[src/rtl/life_pkg.sv]
// Shared types and helpers for the Game of Life generation stepper.
// Holds the FSM state encoding, the board index helper and the neighbour-count width.
package life_pkg;

  typedef enum logic [1:0] {
    IDLE,
    COMPUTE,
    COMMIT
  } life_state_t;

  localparam int NEIGH_W = 4;

  // Flat board index of cell (r,c); bit r*cols+c holds that cell.
  function automatic int cell_idx(input int r, input int c, input int cols);
    return r * cols + c;
  endfunction

endpackage

[src/rtl/life_cell_rule.sv]
// Conway rule for one cell: alive next iff 3 neighbours, or alive with 2.
// Purely combinational; the neighbour count is a 4-bit popcount (max 8).
module life_cell_rule
  import life_pkg::*;
(
  input  logic       alive,
  input  logic [7:0] neighbours,
  output logic       next_alive
);

  logic [NEIGH_W-1:0] count;

  always_comb begin
    count = '0;
    for (int i = 0; i < 8; i++) begin
      count = count + NEIGH_W'(neighbours[i]);
    end
    next_alive = (count == NEIGH_W'(3)) || (alive && (count == NEIGH_W'(2)));
  end

endmodule

[src/rtl/life_generation_stepper.sv]
// Advances a toroidal Life board one generation per accepted step: one row per clock into a
// shadow buffer, then a single-cycle commit; steps arriving while busy are dropped and flagged.
module life_generation_stepper
  import life_pkg::*;
#(
  parameter int ROWS  = 8,
  parameter int COLS  = 8,
  parameter int GEN_W = 16
) (
  input  logic                 clk,
  input  logic                 rst,
  input  logic                 step,
  input  logic                 run_en,
  input  logic                 load_valid,
  input  logic [ROWS*COLS-1:0] load_data,
  output logic [ROWS*COLS-1:0] cells,
  output logic [GEN_W-1:0]     generation,
  output logic                 busy,
  output logic                 gen_done,
  output logic                 missed_step
);

  localparam int N     = ROWS * COLS;
  localparam int ROW_W = $clog2(ROWS);
  localparam logic [ROW_W-1:0] LAST_ROW = ROW_W'(ROWS - 1);

  life_state_t      state_q, state_d;
  logic [ROW_W-1:0] row_q, row_d;
  logic [N-1:0]     cells_q, cells_d;
  logic [N-1:0]     shadow_q, shadow_d;
  logic [GEN_W-1:0] gen_q, gen_d;
  logic             gen_done_q, gen_done_d;
  logic             missed_q, missed_d;

  logic [ROW_W-1:0] row_up, row_dn;
  logic [COLS-1:0]  up_row, mid_row, dn_row, next_row;

  // Neighbour rows always come from the committed board, with vertical wrap.
  always_comb begin
    row_up  = (row_q == '0) ? LAST_ROW : row_q - ROW_W'(1);
    row_dn  = (row_q == LAST_ROW) ? '0 : row_q + ROW_W'(1);
    up_row  = cells_q[cell_idx(int'(row_up), 0, COLS) +: COLS];
    mid_row = cells_q[cell_idx(int'(row_q), 0, COLS) +: COLS];
    dn_row  = cells_q[cell_idx(int'(row_dn), 0, COLS) +: COLS];
  end

  for (genvar c = 0; c < COLS; c++) begin : g_col
    localparam int CL = (c == 0) ? COLS - 1 : c - 1;
    localparam int CR = (c == COLS - 1) ? 0 : c + 1;

    life_cell_rule u_rule (
      .alive      (mid_row[c]),
      .neighbours ({up_row[CL], up_row[c], up_row[CR],
                    mid_row[CL],            mid_row[CR],
                    dn_row[CL], dn_row[c], dn_row[CR]}),
      .next_alive (next_row[c])
    );
  end

  always_comb begin
    state_d    = state_q;
    row_d      = row_q;
    cells_d    = cells_q;
    shadow_d   = shadow_q;
    gen_d      = gen_q;
    gen_done_d = 1'b0;
    missed_d   = missed_q;
    unique case (state_q)
      IDLE: begin
        if (load_valid) begin
          cells_d  = load_data;
          gen_d    = '0;
          missed_d = 1'b0;
        end else if (step && run_en) begin
          row_d   = '0;
          state_d = COMPUTE;
        end
      end
      COMPUTE: begin
        shadow_d[cell_idx(int'(row_q), 0, COLS) +: COLS] = next_row;
        if (step) missed_d = 1'b1;
        if (row_q == LAST_ROW) state_d = COMMIT;
        else                   row_d   = row_q + ROW_W'(1);
      end
      COMMIT: begin
        cells_d    = shadow_q;
        gen_d      = gen_q + GEN_W'(1);
        gen_done_d = 1'b1;
        if (step) missed_d = 1'b1;
        state_d    = IDLE;
      end
      default: state_d = IDLE;
    endcase
  end

  always_ff @(posedge clk or negedge rst) begin
    if (!rst) begin
      state_q    <= IDLE;
      row_q      <= '0;
      cells_q    <= '0;
      shadow_q   <= '0;
      gen_q      <= '0;
      gen_done_q <= 1'b0;
      missed_q   <= 1'b0;
    end else begin
      state_q    <= state_d;
      row_q      <= row_d;
      cells_q    <= cells_d;
      shadow_q   <= shadow_d;
      gen_q      <= gen_d;
      gen_done_q <= gen_done_d;
      missed_q   <= missed_d;
    end
  end

  assign cells       = cells_q;
  assign generation  = gen_q;
  assign busy        = (state_q != IDLE);
  assign gen_done    = gen_done_q;
  assign missed_step = missed_q;

endmodule

[config.mk]
export PLATFORM = sky130hd
export DESIGN_NAME = life_generation_stepper
export DESIGN_NICKNAME = d
export VERILOG_FILES = /design/src/rtl/life_pkg.sv /design/src/rtl/life_cell_rule.sv /design/src/rtl/life_generation_stepper.sv
export SDC_FILE = /design/constraint.sdc
export NUM_CORES = 1
export LEC_CHECK = 0
export BUFFER_PORTS_ARGS = -buffer_cell sky130_fd_sc_hd__buf_2
export CORE_MARGIN = 1.5
export CORE_UTILIZATION = 55
export DETAILED_ROUTE_END_ITERATION = 7
export GPL_ROUTABILITY_DRIVEN = 0
export PLACE_DENSITY = 0.78
export REMOVE_ABC_BUFFERS = 1
export SLEW_MARGIN = 5
export SYNTH_ARGS = -nofsm -noshare
export SYNTH_HDL_FRONTEND = slang
export SYNTH_SLANG_ARGS = --single-unit
[constraint.sdc]
create_clock -name clk -period 14.35 [get_ports clk]
set_clock_uncertainty 0.15 [all_clocks]
set_input_delay 1.435 -clock clk [delete_from_list [all_inputs] [get_ports clk]]
set_output_delay 1.435 -clock clk [all_outputs]
set_load 0.005 [all_outputs]
Word-level counts from Yosys, hierarchy flattened

Cells that the tools add are included.
W data, S select, Z words.

$add $sub $neg: 60
Equal/unequal tests: 25
Shift operators: 5
Mux-type cells: 19
Reduce and logical (&&, ||, !) cells: 28

Operators with widths:

| cell                      | count |
|---|---|
| $add A4 B1 Y4             | 48 |
| $shiftx A64 B7 Y8         | 3 |
| $pmux W64 S2              | 1 |
| $bwmux W64                | 1 |
| $eq A4 B2 Y1 const B      | 16 |
| $mux W64                  | 1 |
| $shift A8 B33 Y64 const A | 1 |
| $shiftx A8 B33 Y64        | 1 |
| $neg A6 Y33               | 1 |
| $pmux W16 S2              | 1 |
| $add A1 B1 Y2             | 8 |
| $add A16 B1 Y16 const B   | 1 |
| $mux W16                  | 1 |
| $mux W3                   | 5 |
| $ne A2 B2 Y1 const B      | 5 |
| $logic_and A1 B1 Y1       | 9 |
| $logic_or A1 B1 Y1        | 8 |
| $reduce_bool A2 Y1        | 4 |
| $mux W2                   | 3 |
| $pmux W3 S2               | 1 |
| $reduce_and A3 Y1         | 2 |
| $pmux W2 S2               | 1 |
| $reduce_and A4 Y1         | 1 |
| $add A3 B1 Y3 const B     | 1 |
| other kinds (11)          | 13 |

Register bits after elaboration: 151
Input port bits: 69

Logic depth before layout (Yosys ltp)

Gate-level depths: netlist of the first run.

Depth in word-level cells: 15
Mapped depth: 22

Cells and area by module

A second synthesis of the first run with hierarchy kept.

Cell total of the unflattened synthesis: 982
Area total of the unflattened synthesis: 9696.8 um^2

Modules (own cells, without submodules):

| module                               | instances | cells each | area each (um^2) |
|---|---|---|---|
| life_generation_stepper              | 1         | 798        | 8155.3 |
| life_cell_rule (g_col[4].u_rule ...) | 4         | 23         | 200.2 |
| life_cell_rule (g_col[0].u_rule ...) | 4         | 23         | 185.2 |

Worst setup path after synthesis of the first run

Ideal clock, no wire load.

Kind: reg-to-reg
Start: register row_q[0]
End: register shadow_q[7]
Library setup time: 0.077 ns
Arrival time: 5.730 ns
Slack: 8.393 ns
Stages on the path, launching flop included: 23
Buffers on the path: 4
Period minus slack after synthesis: 5.957 ns
Cell sequence: dfrtp_1 > buf_2 > inv_1 > ha_1 > ha_1 > nand2b_1 > buf_2 > buf_4 > buf_2 > mux4_2 > mux2i_1 > fa_1 > inv_1 > nor2_1 > a2111oi_2 > ha_1 > inv_1 > fa_1 > fa_1 > or4b_1 > o32ai_1 > nand3_1 > o21ai_1

Word-level cells in the longest chain between the ends: 15
Elaborated cells between the ends (all ways): 101
Those cells by class: 59 x add/sub; 17 x eq/ne; 5 x shift; 3 x mux; 17 x reduce/logical

Ends and longest elaborated chain:

| item                                                 | RTL line                       | RTL |
|---|---|---|
| start, declared                                      | life_generation_stepper.sv:28  | `logic [ROW_W-1:0] row_q, row_d;` |
| start signal, assigned                               | life_generation_stepper.sv:107 | `row_q <= row_d;` |
| $add A3 B1 Y3 / $eq A3 B3 Y1 (equally long branches) | life_generation_stepper.sv:41  | `row_dn = (row_q == LAST_ROW) ? '0 : row_q + ROW_W'(1);` |
| $mux W3                                              | life_generation_stepper.sv:41  |  |
| $shiftx A64 B7 Y8                                    | life_generation_stepper.sv:44  | `dn_row = cells_q[cell_idx(int'(row_dn), 0, COLS) +: COLS];` |
| $add A1 B1 Y2                                        | life_cell_rule.sv:16           | `count = count + NEIGH_W'(neighbours[i]);` |
| $add A4 B1 Y4 (6 in series)                          | life_cell_rule.sv:16           |  |
| $eq A4 B2 Y1                                         | life_cell_rule.sv:18           | `next_alive = (count == NEIGH_W'(3)) \|\| (alive && (count == NEIGH_W'(2)));` |
| $logic_and A1 B1 Y1                                  | life_cell_rule.sv:18           |  |
| $logic_or A1 B1 Y1                                   | life_cell_rule.sv:18           |  |
| $shiftx A8 B33 Y64                                   | life_generation_stepper.sv:80  | `shadow_d[cell_idx(int'(row_q), 0, COLS) +: COLS] = next_row;` |
| $bwmux W64 (*)                                       | life_generation_stepper.sv:80  |  |
| end signal, assigned                                 | life_generation_stepper.sv:109 | `shadow_q <= shadow_d;` |
| end, declared                                        | life_generation_stepper.sv:30  | `logic [N-1:0] shadow_q, shadow_d;` |

Every way passes the cells marked *; elsewhere a longest branch is shown, timed or not.
A chain may end at the register's enable or synchronous reset.

Worst setup path in the final report of the first run

Same ends and word-level chain as after synthesis.

==> results of run 1 <==
registers in the layout, indices dropped and copies added, names as in the netlist:
name         count
cells           64
shadow_q        64
generation      16
row_q            3
state_q          2
gen_done         1
missed_step      1
synth_stat cells, types with 3 or more instances:
master	n	share of area [%]
a211oi_1	7	0.53
a21o_1	3	0.23
a21oi_1	15	0.76
a22o_1	16	1.4
a22oi_1	4	0.30
and2_1	4	0.25
buf_1	10	0.38
buf_2	13	0.66
clkbuf_1	31	1.2
dfrtp_1	151	38
fa_1	31	6.3
ha_1	35	4.4
inv_1	60	2.3
inv_2	3	0.11
mux2_2	8	0.91
mux2i_1	108	11
mux4_2	23	5.2
nand2_1	214	8.1
nand2b_1	11	0.69
nand3_1	14	0.71
nand4_1	3	0.19
nor2_1	20	0.76
nor2b_1	9	0.57
nor3_1	5	0.25
nor3_2	4	0.40
nor3b_1	3	0.23
nor4_1	4	0.25
nor4_2	4	0.51
nor4b_1	7	0.62
o21a_1	4	0.30
o21ai_0	110	5.6
o21ai_1	33	1.7
o31a_1	4	0.35
o31ai_1	3	0.23
or3_1	8	0.51
or4_1	8	0.61
xnor2_1	6	0.53
cell type report:
type                            instances  area, um2  area share [%]
Sequential cell                       151       3780            33.2
Clock buffer                           21        460            4.04
Clock inverter                         11        100           0.879
Tap cell                              225        282            2.47
Inverter                               63        236            2.08
Timing Repair Buffer                  165        867            7.61
Multi-Input combinational cell        754       5660            49.7
worst max-delay path: stages (launching register included):
cell	delay, ns
dfrtp_2	0.40
inv_1	0.23
ha_1	0.24
ha_1	0.55
nand2b_1	0.89
mux4_2	0.61
mux2i_1	0.44
fa_1	0.54
inv_1	0.09
nor2_1	0.05
a2111oi_2	0.44
ha_1	0.19
inv_1	0.05
fa_1	0.43
fa_1	0.46
or4b_1	0.53
o32ai_1	0.56
nand3_1	0.20
o21ai_1	0.17
cells by family (layout without fill, tap and decap cells):
| group | count (synthesis) | count (layout) | share of synthesized area (%) |
|---|---|---|---|
| compound gates | 211 | 211 | 12.5 |
| fa+ha+maj | 66 | 66 | 10.7 |
| mux | 141 | 141 | 17.6 |
| buf+inv | 120 | 260 | 4.90 |
| flops | 151 | 151 | 38.2 |
| xor+xnor | 8 | 8 | 0.708 |
| simple gates | 328 | 328 | 15.5 |
routing by layer:
metal | GRT usage, % | part of all wire (%)
met1 | 42.7 | 41
met2 | 50.1 | 47
met3 | 7.62 | 8.8
met4 | 14.4 | 3.8
met5 | 0 | 0
how the worst min path moves through the flow:
stage	startpoint	end	slack, ns
2_1_floorplan	shadow_q[11]	shadow_q[11]	0.30
3_3_place_gp	shadow_q[24]	shadow_q[24]	0.31
3_5_place_dp	shadow_q[24]	shadow_q[24]	0.32
4_1_cts	shadow_q[24]	shadow_q[24]	0.33
5_1_grt	shadow_q[16]	shadow_q[16]	0.35
6_report	shadow_q[54]	shadow_q[54]	0.33
per-stage QoR:
step                      instance area [um2]  cells  worst slack [ns]
after floorplan                          9650    968              6.05
after global placement                  10800   1358              7.53
after detailed placement                10800   1358              7.21
after CTS                               11400   1390              7.10
after global routing                    11400   1390              6.67
final                                   11400   1390              7.03
==> flow_metrics.env, run 1 <==
export IMPL_ys_types=58
export IMPL_grt_pass1_vias=8285
export IMPL_start_util_pct=56.9
export IMPL_avgSynthCellArea_um2=9.66
export IMPL_diodes=0
export IMPL_ys_flop_type="dfrtp_1"
export IMPL_holdPathStages=2
export IMPL_grt_max_degree=82
export IMPL_ff2ff_setup_slack_ns=7.03
export IMPL_postCtsSetupBuffers=0
export IMPL_critPathCapture="shadow_q[7]"
export IMPL_clockRootBuffer="clkbuf_16"
export IMPL_cts_hold_buf=0
export IMPL_maxCapViolCount=0
export IMPL_num_rows=48
export IMPL_period_share_pct=51.0
export IMPL_die_w_um=137
export IMPL_drtIter0Drc=902
export IMPL_nFillCells=1371
export IMPL_grt_pass1_wl_um=45000
export IMPL_crit_start="row_q[0]"
export IMPL_hpwl_um=20200
export IMPL_slew_viol_final=0
export IMPL_timing_fmax_mhz=137
export IMPL_final_util_pct=65.4
export IMPL_core_area_mm2=0.0174
export IMPL_synth_area_mm2=0.00990
export IMPL_overflow=0
export IMPL_finalSetupTns_ns=0
export IMPL_synth_seq_cells=151
export IMPL_drive_gt1_share_pct=21.0
export IMPL_mostFrequentLayoutCells="214 x nand2_1, 150 x dfrtp_1, 150 x buf_2"
export IMPL_critPathArrivalTime_ns=7.52
export IMPL_wl_per_cell_um=20.9
export IMPL_critPathMaxFanout=16
export IMPL_whs_ns=0.330
export IMPL_status="finished clean"
export IMPL_tritoncts="yes"
export IMPL_htree_num_levels=4
export IMPL_ant_nets=0
export IMPL_route_detailed_drc=0
export IMPL_reg2reg_depth=18
export IMPL_firstDrtPassIters=6
export IMPL_drt_total_wl_um=29100
export IMPL_finalHoldViolCount=0
export IMPL_cts_resized=0
export IMPL_num_io_pins=152
export IMPL_vias=8538
export IMPL_maxSlewHeadroom_pct=17.0
export IMPL_min_period_ns=7.32
export IMPL_clk_path_buf_depth=2
export IMPL_viasPerCell=6.14
export IMPL_hp_class="reg2reg"
export IMPL_nNetsFinal=1287
export IMPL_ys_seq_area_share_pct=38.2
export IMPL_area_delta_synth_final_pct=15.0
export IMPL_cts_sinks=151
export IMPL_dieHeight_um=137
export IMPL_clkTransAtPathRegs_ns=0.06
export IMPL_clk_latency_ns=0.43
export IMPL_netlist_instances=1025
export IMPL_start_kind="flop"
export IMPL_criticalPathCategory="reg2reg"
export IMPL_end_kind="flop"
export IMPL_r2r_start="row_q[0]"
export IMPL_portBuffers=151
export IMPL_tightestPinTransition_ns=1.24
export IMPL_synth_edff_count=0
export IMPL_final_common_cell="nand2_1"
export IMPL_reg2reg_to="shadow_q[7]"
export IMPL_required_ns=14.55
export IMPL_die_area_mm2=0.0188
export IMPL_grt_usage_pct=32.1
export IMPL_antenna_found_initial=0
export IMPL_yosys_warnings=0
export IMPL_async_flop_share_pct=100
export IMPL_rsz0062_at_grt="no"
export IMPL_numCtsBuffers=17
export IMPL_final_setup_viol_count=0
Power of run 1 is left out: the tool's default activity adds up to more than one toggle a clock period on the data nets, which glitch-free logic cannot reach.
==> run 2, diff against run 1 <==
- CORE_UTILIZATION: 55 -> 53
- clock period: 14.35 -> 6 ns (I/O delays scaled with it)
==> flow_metrics.env, run 2 (synthesis results as in run 1) <==
export IMPL_status="finished, violations left"
export IMPL_violations="design-rule violations"
export IMPL_dieHeight_um=140
export IMPL_num_rows=49
export IMPL_area_delta_synth_final_pct=17.6
export IMPL_tightestPinTransition_ns=1.18
export IMPL_slowest_delay_ns=0.56
export IMPL_firstDrtPassIters=8
export IMPL_drt_total_wl_um=29200
export IMPL_overflow=0
export IMPL_tritoncts="yes"
export IMPL_setup_ws_ns=0.241
export IMPL_cpMostUsedCell="fa_1"
export IMPL_timing_fmax_mhz=174
export IMPL_clk_path_buf_depth=2
export IMPL_finalHoldViolCount=0
export IMPL_grt_pass1_vias=8250
export IMPL_end_kind="flop"
export IMPL_cp_buffers_inverters=3
export IMPL_reg2reg_depth=18
export IMPL_crit_start="row_q[0]"
export IMPL_start_util_pct=54.6
export IMPL_cts_sinks=151
export IMPL_num_io_pins=152
export IMPL_wl_per_cell_um=20.7
export IMPL_crit_path_cell_trace="ha_1 > ha_4 > nor2_2 > buf_4 > mux4_2 > nand2_1 > o21ai_0 > buf_4 > ha_1 > fa_1 > fa_1 > inv_1 > fa_1 > fa_1 > nor4b_1 > a22o_1 > nand2_1 > o21ai_0"
export IMPL_diodes=0
export IMPL_crit_family="adder cells"
export IMPL_r2r_start="row_q[0]"
export IMPL_hp_class="in2async"
export IMPL_clockRootBuffer="clkbuf_16"
export IMPL_clk_latency_ns=0.43
export IMPL_vias=8586
export IMPL_die_w_um=140
export IMPL_min_period_ns=5.76
export IMPL_grt_max_degree=92
export IMPL_cp_num_cells=18
export IMPL_nFillCells=1452
export IMPL_drive_gt1_share_pct=22.8
export IMPL_nNetsFinal=1306
export IMPL_grt_usage_pct=30.3
export IMPL_final_setup_viol_count=0
export IMPL_hpwl_um=20400
export IMPL_criticalPathCategory="reg2reg"
export IMPL_rsz0062_at_grt="no"
export IMPL_drtIter0Drc=801
export IMPL_ff_latch_area_mm2=0.00378
export IMPL_mostFrequentLayoutCells="214 x nand2_1, 150 x dfrtp_1, 150 x buf_2"
export IMPL_final_util_pct=64.2
export IMPL_multi_input_area_mm2=0.00573
export IMPL_maxSlewHeadroom_pct=20.7
export IMPL_ant_nets=0
export IMPL_viasPerCell=6.08
export IMPL_pre_cts_ws_ns=0.163
export IMPL_route_detailed_drc=10
export IMPL_clkTransAtPathRegs_ns=0.06
export IMPL_portBuffers=151
export IMPL_required_ns=6.19
export IMPL_finalSetupTns_ns=0
export IMPL_numCtsBuffers=17
export IMPL_die_area_mm2=0.0195
export IMPL_antenna_found_initial=0
export IMPL_core_area_mm2=0.0181
export IMPL_ff2ff_setup_slack_ns=0.24
export IMPL_final_common_cell="nand2_1"
export IMPL_htree_num_levels=4
export IMPL_period_share_pct=96.0
export IMPL_critPathCapture="shadow_q[19]"
export IMPL_critPathArrivalTime_ns=5.95
export IMPL_slew_viol_final=0
export IMPL_maxCapViolCount=0
export IMPL_grt_pass1_wl_um=45300
export IMPL_start_kind="flop"
export IMPL_critPathMaxFanout=10
export IMPL_crit_slowest_cell="fa_1"
export IMPL_reg2reg_to="shadow_q[19]"
-- run 2: worst min-delay path by stage --
stage	slack (ns)	to	startpoint
after floorplan	0.15	cells[0]	rst
after global placement	0.31	shadow_q[22]	shadow_q[22]
after detailed placement	0.32	shadow_q[46]	shadow_q[46]
after CTS	0.14	cells[36]	rst
after global routing	0.16	cells[36]	rst
final	0.08	cells[36]	rst
-- run 2: final cells by class --
class | count | area share [%]
multi-input combinational | 754 | 49.2
sequential | 151 | 32.5
timing repair buffer | 184 | 8.67
clock buffer | 23 | 4.10
tap | 229 | 2.46
inverter | 63 | 2.03
clock inverter | 8 | 1.04
-- run 2: per-layer routing --
layer,vias up,routed length [um],GRT usage [%]
met3,105,2610,7.50
met1,4169,11900,40.0
met4,0,1510,15.2
li1,3881,-,-
met2,431,13200,46.6
met5,-,0,0
-- run 2: metrics by stage --
step | cell area, um2 | hold WS, ns | instances
finish | 11600 | 0.0777 | 1412
CTS | 11600 | 0.139 | 1411
global route | 11600 | 0.161 | 1412
global placement | 11000 | 0.311 | 1380
floorplan | 9650 | 0.154 | 968
detailed placement | 11000 | 0.321 | 1380
-- run 2: worst reg2reg max path: stages, from the launching register on --
cell and delay [ns]:
dfrtp_2 0.41, ha_1 0.23, ha_4 0.20, nor2_2 0.14, buf_4 0.24, mux4_2 0.52, nand2_1 0.07, o21ai_0 0.13
buf_4 0.20, ha_1 0.29, fa_1 0.54, fa_1 0.56, inv_1 0.06, fa_1 0.47, fa_1 0.47, nor4b_1 0.31
a22o_1 0.37, nand2_1 0.11, o21ai_0 0.19
-- run 2: what timing repair did --
item / in CTS / in global routing
setup endpoints to repair: 0 / 32
hold buffers: 0 / 0
gates resized for setup: 0 / 11
setup buffers: 0 / 1
Power of run 2 is left out for the same reason.
